===== config.mk =====
export PLATFORM = sky130hd
export DESIGN_NAME = lfm_chirp_ctrl
export DESIGN_NICKNAME = d
export VERILOG_FILES = /design/src/rtl/radar_pkg.sv /design/src/rtl/lfm_align_dly.sv /design/src/rtl/lfm_chirp_ctrl.sv
export SDC_FILE = /design/constraint.sdc
export NUM_CORES = 1
export LEC_CHECK = 0
export CORE_MARGIN = 2
export CORE_UTILIZATION = 35
export DETAILED_ROUTE_END_ITERATION = 8
export PLACE_DENSITY = 0.61
export SETUP_SLACK_MARGIN = 0.5
export SLEW_MARGIN = 20
export SYNTH_ARGS = -nofsm -noshare
export SYNTH_HDL_FRONTEND = slang
export SYNTH_SLANG_ARGS = --single-unit

===== constraint.sdc =====
create_clock -name clk -period 4 [get_ports clk]
set_input_delay 0.4 -clock clk [delete_from_list [all_inputs] [get_ports clk]]
set_output_delay 0.4 -clock clk [all_outputs]
set_load 0.01 [all_outputs]

===== src/rtl/radar_pkg.sv =====
// Shared radar front-end constants and chirp sequencer state encoding.
// Used by the chirp controller, its alignment delay and the NCO.
package radar_pkg;
  localparam int RADAR_PHASE_WIDTH = 32;
  localparam int RADAR_CNT_WIDTH   = 16;
  localparam int RADAR_NCO_LATENCY = 2;

  typedef enum logic [1:0] {
    IDLE   = 2'd0,
    SWEEP  = 2'd1,
    LISTEN = 2'd2
  } chirp_state_t;
endpackage


===== src/rtl/lfm_align_dly.sv =====
// Fixed-depth shift register carrying {gate, sof, eof} alongside the NCO pipeline.
// Latency DEPTH clocks; no backpressure, advances every clock.
module lfm_align_dly
  import radar_pkg::*;
#(
  parameter int DEPTH = RADAR_NCO_LATENCY
) (
  input  logic       clk,
  input  logic       rst,
  input  logic [2:0] d,
  output logic [2:0] q
);
  logic [2:0] sr [DEPTH];

  always_ff @(posedge clk or posedge rst) begin
    if (rst) begin
      for (int i = 0; i < DEPTH; i++) sr[i] <= '0;
    end else begin
      sr[0] <= d;
      for (int i = 1; i < DEPTH; i++) sr[i] <= sr[i-1];
    end
  end

  assign q = sr[DEPTH-1];
endmodule


===== src/rtl/lfm_chirp_ctrl.sv =====
// Linear-FM chirp sequencer driving NCO phase_increment; gate/SOF/EOF delayed NCO_LATENCY to match NCO output.
// No backpressure; optional LFM_AUTO_REPEAT_EN adds a stop input and back-to-back PRIs.
module lfm_chirp_ctrl
  import radar_pkg::*;
#(
  parameter int PHASE_WIDTH = RADAR_PHASE_WIDTH,
  parameter int CNT_WIDTH   = RADAR_CNT_WIDTH,
  parameter int NCO_LATENCY = RADAR_NCO_LATENCY
) (
  input  logic                   clk,
  input  logic                   rst,
`ifdef LFM_AUTO_REPEAT_EN
  input  logic                   stop,
`endif
  input  logic                   start,
  input  logic [PHASE_WIDTH-1:0] cfg_start_inc,
  input  logic [PHASE_WIDTH-1:0] cfg_step,
  input  logic [CNT_WIDTH-1:0]   cfg_pulse_len,
  input  logic [CNT_WIDTH-1:0]   cfg_pri_len,
  output logic [PHASE_WIDTH-1:0] phase_increment,
  output logic                   busy,
  output logic                   pulse_gate,
  output logic                   pulse_sof,
  output logic                   pulse_eof,
  output logic                   cfg_err
);
  localparam logic [CNT_WIDTH-1:0] ONE = {{(CNT_WIDTH-1){1'b0}}, 1'b1};

  chirp_state_t           state;
  logic [PHASE_WIDTH-1:0] inc_q, start_inc_sh, step_sh;
  logic [CNT_WIDTH-1:0]   pulse_len_sh, pri_len_sh, cnt;
  logic                   raw_gate, raw_sof, raw_eof;
  logic [2:0]             dly_q;
`ifdef LFM_AUTO_REPEAT_EN
  logic                   stop_req;
`endif

  logic cfg_bad, sweep_last, listen_last, pri_end;
  assign cfg_bad     = (cfg_pulse_len == '0) || (cfg_pri_len < cfg_pulse_len);
  assign sweep_last  = (cnt == pulse_len_sh - ONE);
  assign listen_last = (cnt == pri_len_sh - pulse_len_sh - ONE);
  // PRI boundary: last sweep sample with no listen window, or last listen cycle.
  assign pri_end = ((state == SWEEP) && sweep_last && (pri_len_sh == pulse_len_sh)) ||
                   ((state == LISTEN) && listen_last);

  always_ff @(posedge clk or posedge rst) begin
    if (rst) begin
      state        <= IDLE;
      busy         <= 1'b0;
      cfg_err      <= 1'b0;
      inc_q        <= '0;
      cnt          <= '0;
      start_inc_sh <= '0;
      step_sh      <= '0;
      pulse_len_sh <= '0;
      pri_len_sh   <= '0;
      raw_gate     <= 1'b0;
      raw_sof      <= 1'b0;
      raw_eof      <= 1'b0;
`ifdef LFM_AUTO_REPEAT_EN
      stop_req     <= 1'b0;
`endif
    end else begin
      cfg_err <= 1'b0;
      case (state)
        IDLE: begin
`ifdef LFM_AUTO_REPEAT_EN
          stop_req <= 1'b0;
`endif
          if (start) begin
            if (cfg_bad) begin
              cfg_err <= 1'b1;
            end else begin
              start_inc_sh <= cfg_start_inc;
              step_sh      <= cfg_step;
              pulse_len_sh <= cfg_pulse_len;
              pri_len_sh   <= cfg_pri_len;
              state        <= SWEEP;
              busy         <= 1'b1;
              inc_q        <= cfg_start_inc;
              cnt          <= '0;
              raw_gate     <= 1'b1;
              raw_sof      <= 1'b1;
              raw_eof      <= (cfg_pulse_len == ONE);
            end
          end
        end
        SWEEP, LISTEN: begin
`ifdef LFM_AUTO_REPEAT_EN
          stop_req <= stop_req | stop;
`endif
          if (pri_end) begin
`ifdef LFM_AUTO_REPEAT_EN
            if (!(stop || stop_req)) begin
              state    <= SWEEP;
              inc_q    <= start_inc_sh;
              cnt      <= '0;
              raw_gate <= 1'b1;
              raw_sof  <= 1'b1;
              raw_eof  <= (pulse_len_sh == ONE);
            end else begin
              stop_req <= 1'b0;
              state    <= IDLE;
              busy     <= 1'b0;
              inc_q    <= '0;
              cnt      <= '0;
              raw_gate <= 1'b0;
              raw_sof  <= 1'b0;
              raw_eof  <= 1'b0;
            end
`else
            state    <= IDLE;
            busy     <= 1'b0;
            inc_q    <= '0;
            cnt      <= '0;
            raw_gate <= 1'b0;
            raw_sof  <= 1'b0;
            raw_eof  <= 1'b0;
`endif
          end else if (state == SWEEP) begin
            if (sweep_last) begin
              state    <= LISTEN;
              inc_q    <= '0;
              cnt      <= '0;
              raw_gate <= 1'b0;
              raw_sof  <= 1'b0;
              raw_eof  <= 1'b0;
            end else begin
              inc_q   <= inc_q + step_sh;
              cnt     <= cnt + ONE;
              raw_sof <= 1'b0;
              raw_eof <= (cnt + ONE == pulse_len_sh - ONE);
            end
          end else begin
            cnt <= cnt + ONE;
          end
        end
        default: begin
          state <= IDLE;
          busy  <= 1'b0;
        end
      endcase
    end
  end

  lfm_align_dly #(.DEPTH(NCO_LATENCY)) u_align_dly (
    .clk (clk),
    .rst (rst),
    .d   ({raw_gate, raw_sof, raw_eof}),
    .q   (dly_q)
  );

  assign phase_increment = inc_q;
  assign pulse_gate      = dly_q[2];
  assign pulse_sof       = dly_q[1];
  assign pulse_eof       = dly_q[0];
endmodule


==> flow_summary.json <==
{
  "dpl.hpwl_um": 19790,
  "yosysSeqAreaShare_pct": 34.95,
  "coreArea_um2": 25180,
  "fin_crit_ps": 3489,
  "cts_max_path_buffers": 2,
  "slew_violations": 0,
  "grt_pass1_vias": 7766,
  "cts.sinks": 125,
  "track_usage_pct": 20.06,
  "syn_nets": 1148,
  "worstHoldEndpoint": "u_align_dly.q[1]",
  "synth_edf_count": 0,
  "max_slew.worst_pin.slew_ps": 714.3,
  "fin_area_um2": 11670,
  "irDropWorstVdd_v": 0.0003699,
  "synth_top_cell_area_share_pct": 34.95,
  "global_route.overflow_total": 0,
  "netlist_instances": 980,
  "synthDistinctLibCells": 73,
  "tns_ps": 0,
  "cts_tree": "done",
  "drtIter0Drc": 550,
  "start_util_pct": 35.55,
  "numCtsBuffers": 17,
  "drive_gt1_share_pct": 14.29,
  "min_delay_path_depth": 0,
  "antenna_found_initial": 0,
  "min-delay-start": "u_align_dly.sr[4]",
  "relSlewSlack_pct": 52.38,
  "status": "complete, no violations",
  "max_freq_mhz": 286.6,
  "p_leak_nw": 4.934,
  "cp_max_fo": 16,
  "hold_class": "reg -> reg",
  "htreeDepth": 4,
  "clkSlewWorstSetupHoldPaths_ps": 60,
  "yosys.area.top_type": "dfrtp_1",
  "vias": 8008,
  "ys_ff_latch": 125,
  "rsz0062_at_grt": "true",
  "end_kind": "register",
  "cts_hold_buf": 0,
  "worst_ep_required_time_ps": 4300,
  "yosysMostFrequentCell": "dfrtp_1",
  "nets": 1296,
  "syn_area_per_cell_um2": 9.134,
  "reg2reg_to": "phase_increment[13]",
  "areaGrowthSynthToFinish_pct": 30.42,
  "gp_congestion": 0.9184,
  "yosys-top-cells-area": "dfrtp_1 (35%), ha_1 (9.4%), mux2_2 (6.2%)",
  "finClkSkew_ps": 26.98,
  "grt_max_degree": 126,
  "ant_nets": 0,
  "synthesis.area_um2": 8951,
  "cap_viol_max_count": 0,
  "synthArstFlopShare_pct": 100.0,
  "criticalPathCategory": "reg -> reg",
  "synthTopCellsByCount": "dfrtp_1 (125), nand2_1 (95), ha_1 (67)",
  "grt_pass1_wl_um": 42370,
  "cts_root_buf": "clkbuf_16",
  "die_y_um": 163.9,
  "placed_area_um2": 10740,
  "rows": 58,
  "wl_per_cell_um": 18.23,
  "r2r_slack_ps": 510,
  "clkLatencyLatePin_ps": 430,
  "drc": 0,
  "r2r_start": "pri_len_sh[0]",
  "synth_ff_type": "dfrtp_1",
  "antenna_cells": 0,
  "p_per_area_nw_per_um2": 900.0,
  "routed_wl_um": 26810,
  "ios": 136,
  "final_hold_viol_count": 0,
  "period_share_pct": 87.23,
  "worstSetupStartpointType": "register",
  "setup_viol": 0,
  "die_x_um": 163.9,
  "vias_per_cell": 5.444,
  "io_buffers": 135,
  "drt_pass1_iterations": 5,
  "yosys_warnings": 0,
  "arrival_ps": 3790,
  "die-area_um2": 26870,
  "reg2reg_depth": 13
}
[cell families (layout without fill, tap and decap cells)]
family	Yosys count	count (layout)	share of synthesized area, %
AO/OA/AOI/OAI	283	285	20.66
AND/OR/NAND/NOR	261	261	14.65
flip-flops	125	125	34.95
buffers and inverters	102	261	4.613
XOR/XNOR	86	86	8.583
adder cells (fa/ha/maj)	69	69	9.813
multiplexers	54	54	6.738
[per-stage QoR]
step                      setup slack (ps)  util (%)  instances  power [W]  hold WS (ps)
final                                510.6     46.36       1471    0.01051         347.0
after floorplan                      556.9         -        980   0.006729         331.2
after detailed placement             258.6     42.63       1425   0.008431         335.6
after global routing                 384.3     46.36       1471    0.01134         353.3
after global placement               361.9     42.63       1425   0.008398         334.0
after CTS                            452.0     45.45       1464    0.01018         349.4
[flip-flops by register name, indices dropped and copies added (netlist names), 2 cells and up]
signal	cells
cnt	16
phase_increment	32
u_align_dly.q	3
state	2
step_sh	32
pulse_len_sh	16
u_align_dly.sr	3
pri_len_sh	16
[metal layers]
| layer | GRT usage, % | wire length (um) |
|---|---|---|
| met4 | 4.944 | 352 |
| met2 | 30.35 | 11960 |
| met1 | 30.15 | 13230 |
| met3 | 2.677 | 1270 |
| met5 | 0 | 0 |
[timing repair]
item	in CTS	in global routing
buffers inserted	5	4
pin swaps	2	3
gates resized for setup	10	43
gates cloned	2	3
endpoints found under the setup margin	52	54
[power breakdown]
group	internal [W]	total, W	switching (W)
sequential	0.00179	0.00228	0.000488
clock	0.000941	0.00157	0.000625
combinational	0.00309	0.00666	0.00357
total	0.00583	0.0105	0.00468
[worst max path at each step]
stage                          startpoint  slack, ps  cells past startpoint                   to
after detailed placement  pulse_len_sh[0]        260                     13  phase_increment[15]
after floorplan           pulse_len_sh[0]        560                     14   phase_increment[6]
after CTS                   pri_len_sh[0]        450                     11  phase_increment[30]
final                       pri_len_sh[0]        510                     13  phase_increment[13]
after global routing        pri_len_sh[0]        380                     13  phase_increment[28]
after global placement    pulse_len_sh[0]        360                     14  phase_increment[21]
[cell usage in the layout (no fill, tap or decap), types with 5 or more instances in the layout]
cell             synthesis  final
clkdlybuf4s50_1          0    135
dfrtp_1                125    123
nand2_1                 95     94
ha_1                    67     63
inv_1                   64     62
xnor2_1                 58     57
o21ai_0                 62     53
a21oi_1                 59     52
mux2_2                  49     49
nor2_1                  37     36
xor2_1                  26     26
a21o_1                  24     24
nand3_1                 23     22
a22oi_1                 27     21
clkbuf_16                0     19
buf_4                    0     19
nor3_1                  18     18
o22ai_1                 17     17
nand4_1                 16     16
and3_1                  16     16
o21ai_1                  8     16
o211ai_1                12     12
a211oi_1                 9      9
nor2b_1                  9      8
a31oi_1                  8      8
nand2b_1                 7      7
nor4_1                   8      7
a21oi_2                  0      7
o21a_1                   6      6
o21bai_1                 6      6
a22oi_2                  0      6
o2111ai_1                5      5
buf_12                   0      5
[final cells by class]
class	count	area, um2
fill	2386	13510
clock buffer	20	446.7
timing repair buffer	165	1689
clock inverter	12	137.6
inverter	64	244.0
tap	330	412.9
sequential	125	3131
multi-input combinational	755	5613
[worst max-delay path, cell delays in order (launching register included)]
cell	delay, ps
dfrtp_1	410
ha_2	200
fa_1	490
xnor2_1	110
nand3_1	90
or4_4	530
a2111oi_4	190
nand4b_1	120
or4_4	560
nand2_8	140
o22ai_4	150
clkbuf_16	230
nand2_1	60
o21ai_0	70
No activity file was read; power rests on OpenSTA's default activity.
